$ cat config.mk
export PLATFORM = sky130hd
export DESIGN_NAME = fifo_burst_reader
export DESIGN_NICKNAME = d
export VERILOG_FILES = /design/src/rtl/fifo_rd_pkg.sv /design/src/rtl/reader_skid_buf.sv /design/src/rtl/fifo_burst_reader.sv
export SDC_FILE = /design/constraint.sdc
export NUM_CORES = 1
export LEC_CHECK = 0
export BUFFER_PORTS_ARGS = -buffer_cell sky130_fd_sc_hd__buf_2
export CORE_MARGIN = 2
export CORE_UTILIZATION = 50
export DETAILED_ROUTE_END_ITERATION = 12
export GPL_TIMING_DRIVEN = 0
export PLACE_DENSITY = 0.73
export RECOVER_POWER = 25
export SETUP_SLACK_MARGIN = 0.4
export SLEW_MARGIN = 40
export SYNTH_ARGS = -nofsm -noshare
export SYNTH_HDL_FRONTEND = slang
export SYNTH_SLANG_ARGS = --single-unit
$ cat constraint.sdc
create_clock -name clk -period 7 [get_ports clk]
set_input_delay 0.7 -clock clk [delete_from_list [all_inputs] [get_ports clk]]
set_output_delay 0.7 -clock clk [all_outputs]
set_load 0.01 [all_outputs]
$ cat src/rtl/fifo_rd_pkg.sv
`default_nettype none
// +------------------------------------------------------------------------+
// | Package  : fifo_rd_pkg                                                 |
// | Purpose  : Shared types and constants for the FIFO burst reader.       |
// |            Holds the reader FSM state encoding and the skid buffer     |
// |            geometry used by both the top and the skid sub-module.      |
// | Revision : 1.0 - initial release                                       |
// +------------------------------------------------------------------------+
package fifo_rd_pkg;

  typedef enum logic [1:0] {
    IDLE      = 2'd0,
    WAIT_FILL = 2'd1,
    READ      = 2'd2,
    DRAIN     = 2'd3
  } rd_state_t;

  localparam int SKID_DEPTH = 2;
  // Occupancy counter must represent 0..SKID_DEPTH inclusive.
  localparam int SKID_CNT_W = $clog2(SKID_DEPTH + 1);
  localparam int SKID_PTR_W = (SKID_DEPTH > 1) ? $clog2(SKID_DEPTH) : 1;

endpackage : fifo_rd_pkg
`default_nettype wire

$ cat src/rtl/reader_skid_buf.sv
`default_nettype none
// +------------------------------------------------------------------------+
// | Module   : reader_skid_buf                                             |
// | Purpose  : Small SKID_DEPTH-entry FIFO of {last, data} that decouples  |
// |            the registered FIFO read port from the downstream stream    |
// |            handshake. Push and pop may happen in the same cycle.       |
// | Ports    : clk, reset (sync, active-low)                               |
// |            push/push_data/push_last : write one entry                  |
// |            pop                      : remove head (ignored when empty) |
// |            head_valid/head_data/head_last : current head entry         |
// |            occupancy                : number of stored entries         |
// | Revision : 1.0 - initial release                                       |
// +------------------------------------------------------------------------+
module reader_skid_buf
  import fifo_rd_pkg::*;
#(
  parameter int DATA_W = 8
) (
  input  logic                  clk,
  input  logic                  reset,
  input  logic                  push,
  input  logic [DATA_W-1:0]     push_data,
  input  logic                  push_last,
  input  logic                  pop,
  output logic                  head_valid,
  output logic [DATA_W-1:0]     head_data,
  output logic                  head_last,
  output logic [SKID_CNT_W-1:0] occupancy
);

  localparam logic [SKID_PTR_W-1:0] LAST_PTR = SKID_PTR_W'(SKID_DEPTH - 1);

  // Entry layout: bit DATA_W is the last tag, lower bits are the data word.
  logic [DATA_W:0]          mem [SKID_DEPTH];
  logic [SKID_PTR_W-1:0]    wr_ptr;
  logic [SKID_PTR_W-1:0]    rd_ptr;
  logic [SKID_CNT_W-1:0]    count;
  logic                     do_pop;

  assign head_valid = (count != '0);
  assign do_pop     = pop && head_valid;
  assign head_data  = mem[rd_ptr][DATA_W-1:0];
  assign head_last  = mem[rd_ptr][DATA_W];
  assign occupancy  = count;

  always_ff @(posedge clk) begin
    if (!reset) begin
      // Clearing storage keeps the stream data output at zero after reset.
      for (int i = 0; i < SKID_DEPTH; i++) begin
        mem[i] <= '0;
      end
      wr_ptr <= '0;
      rd_ptr <= '0;
      count  <= '0;
    end else begin
      if (push) begin
        mem[wr_ptr] <= {push_last, push_data};
        wr_ptr      <= (wr_ptr == LAST_PTR) ? '0 : wr_ptr + SKID_PTR_W'(1);
      end
      if (do_pop) begin
        rd_ptr <= (rd_ptr == LAST_PTR) ? '0 : rd_ptr + SKID_PTR_W'(1);
      end
      case ({push, do_pop})
        2'b10:   count <= count + SKID_CNT_W'(1);
        2'b01:   count <= count - SKID_CNT_W'(1);
        default: count <= count;
      endcase
    end
  end

endmodule : reader_skid_buf
`default_nettype wire

$ cat src/rtl/fifo_burst_reader.sv
`default_nettype none
// +------------------------------------------------------------------------+
// | Module   : fifo_burst_reader                                           |
// | Purpose  : Read-side master for a synchronous FIFO. On start it waits  |
// |            for a full burst (or a partial one under flush), pops the   |
// |            words and forwards them on a valid/ready stream, tagging    |
// |            the final word with m_last.                                 |
// | Ports    : clk, reset (sync, active-low)                               |
// |            start, flush             : burst control                    |
// |            fifo_count/empty/data    : FIFO status and read data        |
// |            fifo_r_en                : FIFO pop strobe                  |
// |            m_valid/m_ready/m_data/m_last : output stream               |
// |            busy, bursts_done        : status                           |
// | Revision : 1.0 - initial release                                       |
// +------------------------------------------------------------------------+
module fifo_burst_reader
  import fifo_rd_pkg::*;
#(
  parameter int DATA_W    = 8,
  parameter int CNT_W     = 4,
  parameter int BURST_LEN = 4
) (
  input  logic              clk,
  input  logic              reset,
  input  logic              start,
  input  logic              flush,
  input  logic [CNT_W-1:0]  fifo_count,
  input  logic              fifo_empty,
  input  logic [DATA_W-1:0] fifo_data,
  output logic              fifo_r_en,
  output logic              m_valid,
  input  logic              m_ready,
  output logic [DATA_W-1:0] m_data,
  output logic              m_last,
  output logic              busy,
  output logic [7:0]        bursts_done
);

  localparam int                ISS_W     = $clog2(BURST_LEN + 1);
  localparam logic [ISS_W-1:0]  BURST_ISS = ISS_W'(BURST_LEN);
  localparam logic [CNT_W-1:0]  BURST_CNT = CNT_W'(BURST_LEN);
  localparam logic [SKID_CNT_W:0] SKID_LIMIT = (SKID_CNT_W + 1)'(SKID_DEPTH);

  rd_state_t             state;
  rd_state_t             state_next;
  logic [ISS_W-1:0]      issued;
  logic [ISS_W-1:0]      len;
  logic                  inflight;
  logic                  inflight_last;
  logic                  load_full;
  logic                  load_flush;

  logic                  head_valid;
  logic                  head_last;
  logic [DATA_W-1:0]     head_data;
  logic [SKID_CNT_W-1:0] occupancy;
  logic                  pop;
  logic [SKID_CNT_W:0]   committed;
  logic                  credit_ok;

  assign pop = head_valid && m_ready;

  // Skid slots already spoken for: stored words plus the read in flight,
  // minus the word leaving this cycle. Counting the departing word lets a
  // ready consumer receive one word per clock; the skid still cannot
  // overflow because every issued read is charged before its data lands.
  assign committed = (SKID_CNT_W + 1)'(occupancy)
                   + (SKID_CNT_W + 1)'(inflight)
                   - (SKID_CNT_W + 1)'(pop);
  assign credit_ok = !fifo_empty && (issued < len) && (committed < SKID_LIMIT);

  always_comb begin
    state_next = state;
    fifo_r_en  = 1'b0;
    load_full  = 1'b0;
    load_flush = 1'b0;
    case (state)
      IDLE: begin
        if (start) state_next = WAIT_FILL;
      end
      WAIT_FILL: begin
        // Full-burst test has priority over flush.
        if (fifo_count >= BURST_CNT) begin
          state_next = READ;
          load_full  = 1'b1;
        end else if (flush && (fifo_count != '0)) begin
          state_next = READ;
          load_flush = 1'b1;
        end
      end
      READ: begin
        fifo_r_en = credit_ok;
        if (issued == len) state_next = DRAIN;
      end
      DRAIN: begin
        if (pop && head_last) state_next = IDLE;
      end
      default: state_next = IDLE;
    endcase
  end

  always_ff @(posedge clk) begin
    if (!reset) begin
      state         <= IDLE;
      issued        <= '0;
      len           <= '0;
      inflight      <= 1'b0;
      inflight_last <= 1'b0;
      bursts_done   <= 8'd0;
    end else begin
      state         <= state_next;
      inflight      <= fifo_r_en;
      inflight_last <= fifo_r_en && (issued == len - ISS_W'(1));
      if (load_full) begin
        len    <= BURST_ISS;
        issued <= '0;
      end else if (load_flush) begin
        // Flush is only taken below a full burst, so the count fits ISS_W.
        len    <= ISS_W'(fifo_count);
        issued <= '0;
      end else if (fifo_r_en) begin
        issued <= issued + ISS_W'(1);
      end
      if ((state == DRAIN) && (state_next == IDLE)) begin
        bursts_done <= bursts_done + 8'd1;
      end
    end
  end

  // FIFO read data is registered, so the word is captured one cycle after
  // its pop strobe, together with the last tag computed at issue time.
  reader_skid_buf #(
    .DATA_W (DATA_W)
  ) u_skid (
    .clk        (clk),
    .reset      (reset),
    .push       (inflight),
    .push_data  (fifo_data),
    .push_last  (inflight_last),
    .pop        (pop),
    .head_valid (head_valid),
    .head_data  (head_data),
    .head_last  (head_last),
    .occupancy  (occupancy)
  );

  assign m_valid = head_valid;
  assign m_data  = head_data;
  assign m_last  = head_last;
  assign busy    = (state != IDLE);

endmodule : fifo_burst_reader
`default_nettype wire
==> results_dict.tcl, run 1 <==
set metrics [dict create \
    cp.arrival_ns 2.89 \
    synth_edf_count 18 \
    cp-start-kind "register" \
    leakagePower_nw 0.931 \
    hold_violations 0 \
    fin_crit_ns 3.59 \
    drt_iter0_drc 128 \
    cts_max_level 2 \
    antenna_left 0 \
    drt_wl_total_mm 3.37 \
    row_count 22 \
    synth_cells 187 \
    antenna_found_initial 0 \
    path_clk_slew_ns 0.08 \
    finalSetupTns_ns 0 \
    fp.dieH_microns 66.6 \
    core_sq_um 3720 \
    setup_viol 0 \
    area_delta_synth_final_pct 18.3 \
    clk_latency_ns 0.29 \
    cts_resized 0 \
    slew_violations 0 \
    max_slew_margin_pct 13.3 \
    die_w_microns 66.6 \
    dp_cells 272 \
    synth_cell_types 34 \
    syn-num-nets 214 \
    tritoncts "yes" \
    synth_ff_type "dfxtp_1" \
    cts-root-buf "clkbuf_8" \
    worstHoldPathType "reg2reg" \
    clock-sinks 41 \
    final.setup_skew_ns 0.00613 \
    hold_depth 2 \
    avgViaCountPerCell 5.15 \
    cts_made_buffers 5 \
    finalNetCount 258 \
    r2r_cells 9 \
    grt_pass1_wl_mm 5.73 \
    vias 1441 \
    p_per_area_nw_per_um2 210 \
    rsz0062_at_grt "false" \
    max_cap_viol_count 0 \
    worst_pin_slew_ns 1.29 \
    cts_max_path_buffers 2 \
    ys_ff_latch 41 \
    wl_per_cell_microns 12.0 \
    status "completed" \
    synth-seq-area-share_pct 51.1 \
    drive_gt1_share_pct 25.0 \
    ctsHoldBuffers 0 \
    grt_pass1_vias 1336 \
    cp.required_ns 6.30 \
    criticalPathCategory "reg2out" \
    place.gp.congestion 0.763 \
    fin_cells 280 \
    io_pins 38 \
    synth_area_sq_um 1960 \
    fin_crit_sh_pct 51.3 \
    antenna_cells 0 \
    drc_errors 0 \
    fin_util_pct 62.4 \
    max_freq_mhz 279 \
    dieArea_sq_um 4440 \
    groute.usage.overall_pct 17.3 \
    drtPass1Iterations 4 \
    grt-ovfl-total 0 \
    port_buffers 37 \
    dp_hpwl_mm 2.52 \
    start_util_pct 52.8 \
    async_reset_ff_share_pct 0 \
    cts_setup_buffers 0 \
    end_kind "output pin" \
    grt_max_degree 15 \
    synth_area_per_cell_sq_um 10.5 \
    peakVddDrop_mv 0.114 \
    reg2reg_slack_ns 4.14 \
    path_max_fanout 8 \
    ys_warn_count 0 \
]
-- flip-flops by register name, summed over array words and instances, names as in the netlist, named ones only --
signal	cells
u_skid.mem	18
bursts_done	8
issued	3
len	3
state	2
u_skid.occupancy	2
inflight	1
inflight_last	1
u_skid.rd_ptr	1
u_skid.wr_ptr	1
-- cells in the mapped netlist (3+ instances only) --
cell type  number  area share (%)
nor2_1         14             2.7
ha_1            8             5.1
nand2b_1        3            0.96
edfxtp_1       18              28
o21ai_0        11             2.8
xnor2_1        11             4.9
nand2_1         5            0.96
a21oi_1        11             2.8
and2_1         18             5.7
nor3_1          5             1.3
inv_1          15             2.9
mux2_2          8             4.6
or3_1           4             1.3
nand4_1         5             1.6
clkbuf_1        3            0.57
dfxtp_1        23              23
-- power by group --
part / internal (mW) / switching [mW]
clock network: 0.107 / 0.0808
logic: 0.0172 / 0.0210
registers: 0.256 / 0.00534
-- through the flow --
stage | setup slack, ns | instance area, sq um | hold WS (ns) | power (mW)
4_1_cts | 3.36 | 2320 | 0.491 | 0.492
2_1_floorplan | 3.93 | 1960 | 0.450 | 0.289
5_1_grt | 3.13 | 2320 | 0.521 | 0.511
3_3_place_gp | 3.51 | 2210 | 0.478 | 0.304
6_report | 3.41 | 2320 | 0.494 | 0.487
3_5_place_dp | 3.47 | 2210 | 0.478 | 0.305
-- logic make-up (layout without fill, tap and decap cells) --
| family | Yosys count | in the layout | synth area share (%) |
|---|---|---|---|
| adders and majority gates | 9 | 9 | 6.13 |
| and+or+nand+nor | 68 | 68 | 19.6 |
| DFF | 41 | 41 | 51.1 |
| xor gates and xnor gates | 13 | 13 | 5.81 |
| muxes | 10 | 10 | 5.81 |
| AOI/OAI and AO/OA | 27 | 27 | 7.59 |
| buffers and inverters | 19 | 64 | 4.02 |
-- cells in the final DEF (no fill, tap or decap), types with 8 or more instances in the layout --
master	netlist	layout
buf_2	0	36
dfxtp_1	23	23
edfxtp_1	18	18
inv_1	15	15
nor2_1	14	14
and2_1	18	13
xnor2_1	11	11
a21oi_1	11	11
o21ai_0	11	11
mux2_2	8	8
ha_1	8	8
-- critical path: stages, from the launching register on --
cell and delay (ns):
dfxtp_1 0.38, o21ai_2 0.34, inv_1 0.12, ha_1 0.28, nand2b_1 0.16, fa_1 0.49
nor4bb_1 0.30, nand4_1 0.24, inv_1 0.16, buf_2 0.14
-- area by class of cell --
type / instances / area, sq um
flip-flops and latches: 41 / 1000
clock inverters: 3 / 46.3
fillers: 317 / 1400
multi-input cells: 127 / 881
well taps: 48 / 60.1
plain buffers: 4 / 22.5
repair buffers: 37 / 184
clock buffers: 5 / 68.8
inverters: 15 / 56.3
-- worst paths after layout --
kind,from,to
setup / recovery,u_skid.occupancy[1],fifo_r_en
hold / removal,len[1],len[1]
setup reg to reg,u_skid.occupancy[1],issued[2]
hold reg to reg,len[1],len[1]
-- layer usage --
layer / vias to the layer above / share of wire [%] / GRT usage [%]
met5: - / 0 / 0
met4: 0 / 1.2 / 6.89
met3: 5 / 3.8 / 3.55
met2: 29 / 49 / 29.3
met1: 670 / 46 / 21.4
li1: 737 / - / -
No activity file was read; power rests on OpenSTA's default activity.
==> run 2, diff against run 1 <==
Settings changed: ABC_AREA set to 1, PLACE_DENSITY 0.73 to 0.76.
Clock period 7 ns to 3 ns, I/O delays scaled along.
==> run 2 against run 1 <==
  * Global-route usage increased by 1.7 points
  * Routed wire length increased by 18%
  * First-iteration DRC count decreased by 38%
  * Via count increased by 24%
  * Clock power increased to 2.8 times the previous value
  * Synthesized cell count increased by 44%
  * Combinational power increased to 3.7 times the previous value
  * Sequential power increased by 130%
  * Setup slack got worse by 3.0 ns
  * Largest cell class unchanged
  * Core utilization increased by 2.9 points
  * Cell count increased by 35%
  * Clock-buffer cell count unchanged
==> results_dict.tcl, run 2 <==
set metrics [dict create \
    ctsHoldBuffers 0 \
    vias 1782 \
    fillers 364 \
    cts_max_path_buffers 2 \
    die_w_microns 69.0 \
    groute.usage.overall_pct 18.9 \
    grt_pass1_wl_mm 6.68 \
    leakagePower_nw 1.26 \
    drt_iter0_drc 80 \
    synth.top_cell.area_share_pct 25.6 \
    max_freq_mhz 393 \
    grt_pass1_vias 1616 \
    start_util_pct 52.4 \
    core_sq_um 4030 \
    final.setup_skew_ns 0.00418 \
    end_kind "register" \
    fp.dieH_microns 69.0 \
    yosysMostFrequentCell "nand2_1" \
    synth_ff_type "dfxtp_1" \
    path_clk_slew_ns 0.08 \
    synth-seq-area-share_pct 47.4 \
    multi_input_area_sq_um 965 \
    synth_area_sq_um 2110 \
    cp-start-kind "register" \
    row_count 23 \
    cts_made_buffers 5 \
    wl_per_cell_microns 10.6 \
    yosys.area_share.xor_xnor_pct 2.49 \
    fin_crit_sh_pct 84.9 \
    max_cap_viol_count 0 \
    synth_top_family_by_area "simple AND/OR/NAND/NOR gates" \
    cp.required_ns 3.19 \
    drc_errors 0 \
    antenna_cells 0 \
    rsz0062_at_grt "true" \
    drt_wl_total_mm 3.98 \
    seq_area_sq_um 1010 \
    status "completed" \
    worst_pin_slew_ns 0.454 \
    p_per_area_nw_per_um2 485 \
    slew_violations 0 \
    syn-num-nets 296 \
    drtPass1Iterations 4 \
    avgViaCountPerCell 4.73 \
    reg_top3 "u_skid.mem x18, bursts_done x8" \
    startpoint "u_skid.occupancy[0]" \
    synth_edf_count 18 \
    cp.arrival_ns 2.74 \
    tritoncts "yes" \
    r2r_start "u_skid.occupancy[0]" \
    grt-ovfl-total 0 \
    synth_cells 269 \
    finalSetupTns_ns 0 \
    hold_violations 0 \
    place.gp.congestion 0.806 \
    layout_common_cells "nand2_1, nor2_1, inv_1" \
    dp_hpwl_mm 2.72 \
    netlist_top_cells_count "nand2_1, nor2_1, inv_1" \
    fin_crit_ns 2.55 \
    antenna_found_initial 0 \
    synth_area_per_cell_sq_um 7.85 \
    max_slew_margin_pct 69.7 \
    criticalPathCategory "reg2reg" \
    path_max_fanout 6 \
    peakVddDrop_mv 0.342 \
    antenna_left 0 \
    ys_ff_latch 41 \
    synth_top_area_cell "edfxtp_1" \
    yosys.area_share.simple_pct 30.2 \
    io_pins 38 \
    cts-root-buf "clkbuf_8" \
    muxShareOfSynthArea_pct 0 \
    design_area_sq_um 2630 \
    largest-register "u_skid.mem" \
    ys_warn_count 0 \
    place_area_sq_um 2350 \
    finalNetCount 353 \
    dieArea_sq_um 4760 \
    drive_gt1_share_pct 23.5 \
    clock-sinks 41 \
    grt_max_degree 14 \
    largest_register_ffs 18 \
    synth-compound-area-share_pct 5.69 \
    cts_max_level 2 \
    synthAdderAreaFrac_pct 5.69 \
    area_delta_synth_final_pct 24.7 \
    synth_area_leaders "edfxtp_1, dfxtp_1, nand2_1, nor2_1, inv_1" \
    setup_viol 0 \
    final_common_cell "nand2_1" \
    worstHoldPathType "in2reg" \
    synth_cell_types 30 \
    async_reset_ff_share_pct 0 \
    port_buffers 36 \
    clk_latency_ns 0.29 \
    min-delay-start "fifo_count[0]" \
]
[run 2: cell types whose count changed in the layout (fill, tap and decap cells not counted), moves of 5 or more]
cell | previous run | this run
buf_2 | 36 | 28
clkbuf_1 | 4 | 10
buf_4 | 0 | 14
inv_1 | 15 | 33
nand2_2 | 0 | 6
mux2_2 | 8 | 0
and2_1 | 13 | 0
xnor2_1 | 11 | 3
nor2_1 | 14 | 41
and2_0 | 5 | 0
nand2_1 | 5 | 79
[run 2: through the flow]
step / util [%] / hold WS [ns] / std cells / power (mW) / worst slack (ns)
finish: 65.3 / 0.245 / 377 / 1.28 / 0.453
global route: 65.3 / 0.279 / 377 / 1.33 / 0.376
CTS: 65.1 / 0.242 / 375 / 1.27 / 0.410
detailed placement: 58.4 / 0.454 / 355 / 0.743 / 0.362
global placement: 58.4 / 0.436 / 355 / 0.740 / 0.415
floorplan: - / 0.425 / 269 / 0.706 / 0.662
[run 2: area by class of cell]
type                    instances  area share, %
repair buffers                 50           10.7
well taps                      50           2.38
multi-input cells             185           36.7
flip-flops and latches         41           38.3
plain buffers                   4          0.903
clock buffers                   5           2.62
clock inverters                 3           2.47
inverters                      39           5.94
[run 2: cell families (layout without fill, tap and decap cells)]
logic type | after synthesis | after routing
flops | 41 | 41
fa+ha+maj | 9 | 9
simple gates | 147 | 147
xor+xnor | 6 | 6
buf+inv | 43 | 101
compound gates | 23 | 23
[run 2: power by group]
part | internal (mW) | switching (mW) | total (mW) | leakage (nW)
clock network | 0.331 | 0.191 | 0.522 | 0.0681
logic | 0.0630 | 0.0799 | 0.143 | 0.819
registers | 0.597 | 0.0142 | 0.611 | 0.373
[run 2: final timing paths]
check	to	slack, ns	cells past startpoint
hold / removal	len[0]	0.25	3
setup / recovery	issued[2]	0.45	15
hold reg to reg	u_skid.occupancy[0]	0.50	1
setup reg to reg	issued[2]	0.45	15
[run 2: worst max-delay path: stages, from the launching register on]
cell     delay (ns)
dfxtp_4        0.37
nor2_4         0.17
nor2_8         0.05
ha_4           0.20
or2_4          0.23
fa_2           0.45
nand2_2        0.09
nor2_4         0.04
buf_4          0.13
buf_4          0.12
buf_4          0.12
buf_4          0.12
buf_4          0.12
buf_4          0.12
nand3_2        0.06
a21oi_1        0.06
[run 2: routing by layer]
layer | share of wire, % | up-vias | global-route usage (%)
li1 | - | 953 | -
met2 | 51 | 32 | 35.6
met5 | 0 | - | 0
met3 | 3.6 | 4 | 4.38
met1 | 45 | 793 | 21.5
met4 | 0.65 | 0 | 4.41
[run 2: repair_timing]
| item | CTS | global route |
|---|---|---|
| setup endpoints to repair | 1 | 2 |
| setup buffers | 12 | 2 |
| pin swaps | 8 | 6 |
| resized for setup | 12 | 3 |
==> run 3, diff against run 2 <==
Settings changed: PLACE_DENSITY 0.76 to 0.73.
Clock period 3 ns to 2.65 ns, I/O delays scaled along.
==> run 3 against run 2 <==
  * Sequential power is 13% higher
  * Via count is 0.11% higher
  * Total power is 15% higher
  * Cell area is 3.9% higher
  * Critical endpoint is now fifo_r_en
  * Critical path type is now reg2out
  * Core utilization is 2.5 points higher
  * First-iteration DRC count is 18% higher
==> results_dict.tcl, run 3 (same netlist as run 2, synthesis figures left out) <==
set metrics [dict create \
    dp_hpwl_mm 2.64 \
    p_sw_mw 0.335 \
    core_sq_um 4030 \
    largest_register_ffs 18 \
    max_freq_mhz 392 \
    cts_max_level 2 \
    cp.arrival_ns 2.28 \
    end_kind "output pin" \
    r2r_start "u_skid.occupancy[0]" \
    clk_latency_ns 0.29 \
    fin_total_pwr_mw 1.47 \
    tritoncts "yes" \
    finalSetupTns_ns 0 \
    die_w_microns 69.0 \
    vias 1784 \
    status "completed" \
    cts_made_buffers 5 \
    largest-register "u_skid.mem" \
    dieArea_sq_um 4760 \
    grt_pass1_wl_mm 6.53 \
    drt_iter0_drc 94 \
    reg2reg_slack_ns 0.14 \
    antenna_found_initial 0 \
    drtPass1Iterations 4 \
    reg_top3 "u_skid.mem x18, bursts_done x8" \
    max_cap_viol_count 0 \
    worstHoldPathType "in2reg" \
    startpoint "u_skid.occupancy[0]" \
    power.share.sequential_pct 47.2 \
    cts-root-buf "clkbuf_8" \
    power_frac_clock_pct 40.9 \
    hold_violations 0 \
    peakVddDrop_mv 0.410 \
    antenna_cells 0 \
    final_common_cell "nand2_1" \
    fp.dieH_microns 69.0 \
    setup_viol 0 \
    pwr-share-comb_pct 11.9 \
    worst_pin_slew_ns 0.464 \
    fin_crit_ns 2.55 \
    grt_pass1_vias 1557 \
    start_util_pct 52.4 \
    drt_wl_total_mm 4.21 \
    port_buffers 36 \
    fillers 337 \
    clock-sinks 41 \
    cts_max_path_buffers 2 \
    area_delta_synth_final_pct 29.5 \
    ctsHoldBuffers 0 \
    max_slew_margin_pct 69.1 \
    path_max_fanout 6 \
    grt_max_degree 15 \
    finalNetCount 358 \
    path_clk_slew_ns 0.08 \
    drive_gt1_share_pct 27.7 \
    leakagePower_nw 1.31 \
    layout_common_cells "nand2_1, nor2_1, inv_1" \
    avgViaCountPerCell 4.67 \
    min-delay-start "fifo_count[1]" \
    antenna_left 0 \
    cp.required_ns 2.38 \
    criticalPathCategory "reg2out" \
    cp-start-kind "register" \
    groute.usage.overall_pct 18.6 \
    grt-ovfl-total 0 \
    hold_ws_ns 0.215 \
    place.gp.congestion 0.805 \
    p_per_area_nw_per_um2 536 \
    final.setup_skew_ns 0.00484 \
    row_count 23 \
    p_int_mw 1.13 \
    fin_crit_sh_pct 96.2 \
    rsz0062_at_grt "true" \
    slew_violations 0 \
    p_sw_share_pct 22.8 \
    drc_errors 0 \
    io_pins 38 \
    wl_per_cell_microns 11.0 \
]
-- run 3: cell types whose count changed in the layout (fill, tap and decap cells not counted), sizes merged --
cell / previous run / this run
clkinv: 2 / 1
buf: 44 / 49
inv: 38 / 39
-- run 3: final cells by class --
type | instances | area (sq um) | area share (%)
Sequential cell | 41 | 1010 | 36.9
Multi-Input combinational cell | 185 | 1010 | 36.8
Timing Repair Buffer | 55 | 338 | 12.4
Inverter | 39 | 156 | 5.72
Clock buffer | 5 | 68.8 | 2.52
Clock inverter | 3 | 68.8 | 2.52
Tap cell | 50 | 62.6 | 2.29
Buffer | 4 | 23.8 | 0.870
-- run 3: critical path, stage by stage (launching register included) --
cell and delay [ns]:
dfxtp_4 0.37, nor2_4 0.17, nor2_8 0.05, ha_4 0.21, or2_4 0.23, fa_2 0.54
nand2_2 0.07, nor2_4 0.10, nand2_2 0.08, inv_2 0.08, buf_6 0.10
-- run 3: stage by stage --
| stage | util (%) | setup WS, ns | cells | area [sq um] |
|---|---|---|---|---|
| 5_1_grt | 67.9 | 0.0375 | 382 | 2730 |
| 3_3_place_gp | 58.6 | 0.137 | 355 | 2360 |
| 6_report | 67.9 | 0.101 | 382 | 2730 |
| 2_1_floorplan | - | 0.400 | 269 | 2120 |
| 4_1_cts | 66.8 | 0.0904 | 380 | 2690 |
| 3_5_place_dp | 58.6 | 0.0945 | 355 | 2360 |
-- run 3: repair_timing --
item,in CTS,in global routing
setup buffers,17,2
gates resized for setup,18,13
setup endpoints to repair,5,6
pin swaps,11,12
-- run 3: power by group through the flow --
stage / Combinational, mW / Clock, mW / Sequential, mW
6_report: 0.174 / 0.600 / 0.692
5_1_grt: 0.193 / 0.640 / 0.695
4_1_cts: 0.163 / 0.615 / 0.691
3_5_place_dp: 0.135 / 0 / 0.708
3_3_place_gp: 0.132 / 0 / 0.707
2_1_floorplan: 0.0946 / 0 / 0.705
-- run 3: path summary, 6_finish.rpt --
kind	end	cells after the start
min	len[1]	3
max reg2reg	issued[0]	16
min reg2reg	register	1
max	fifo_r_en	10
-- run 3: routing by layer --
| metal | track usage [%] | share of wire, % |
|---|---|---|
| met2 | 31.0 | 49 |
| met1 | 22.3 | 45 |
| met3 | 4.38 | 4.2 |
| met5 | 0 | 0 |
| met4 | 9.31 | 1.9 |
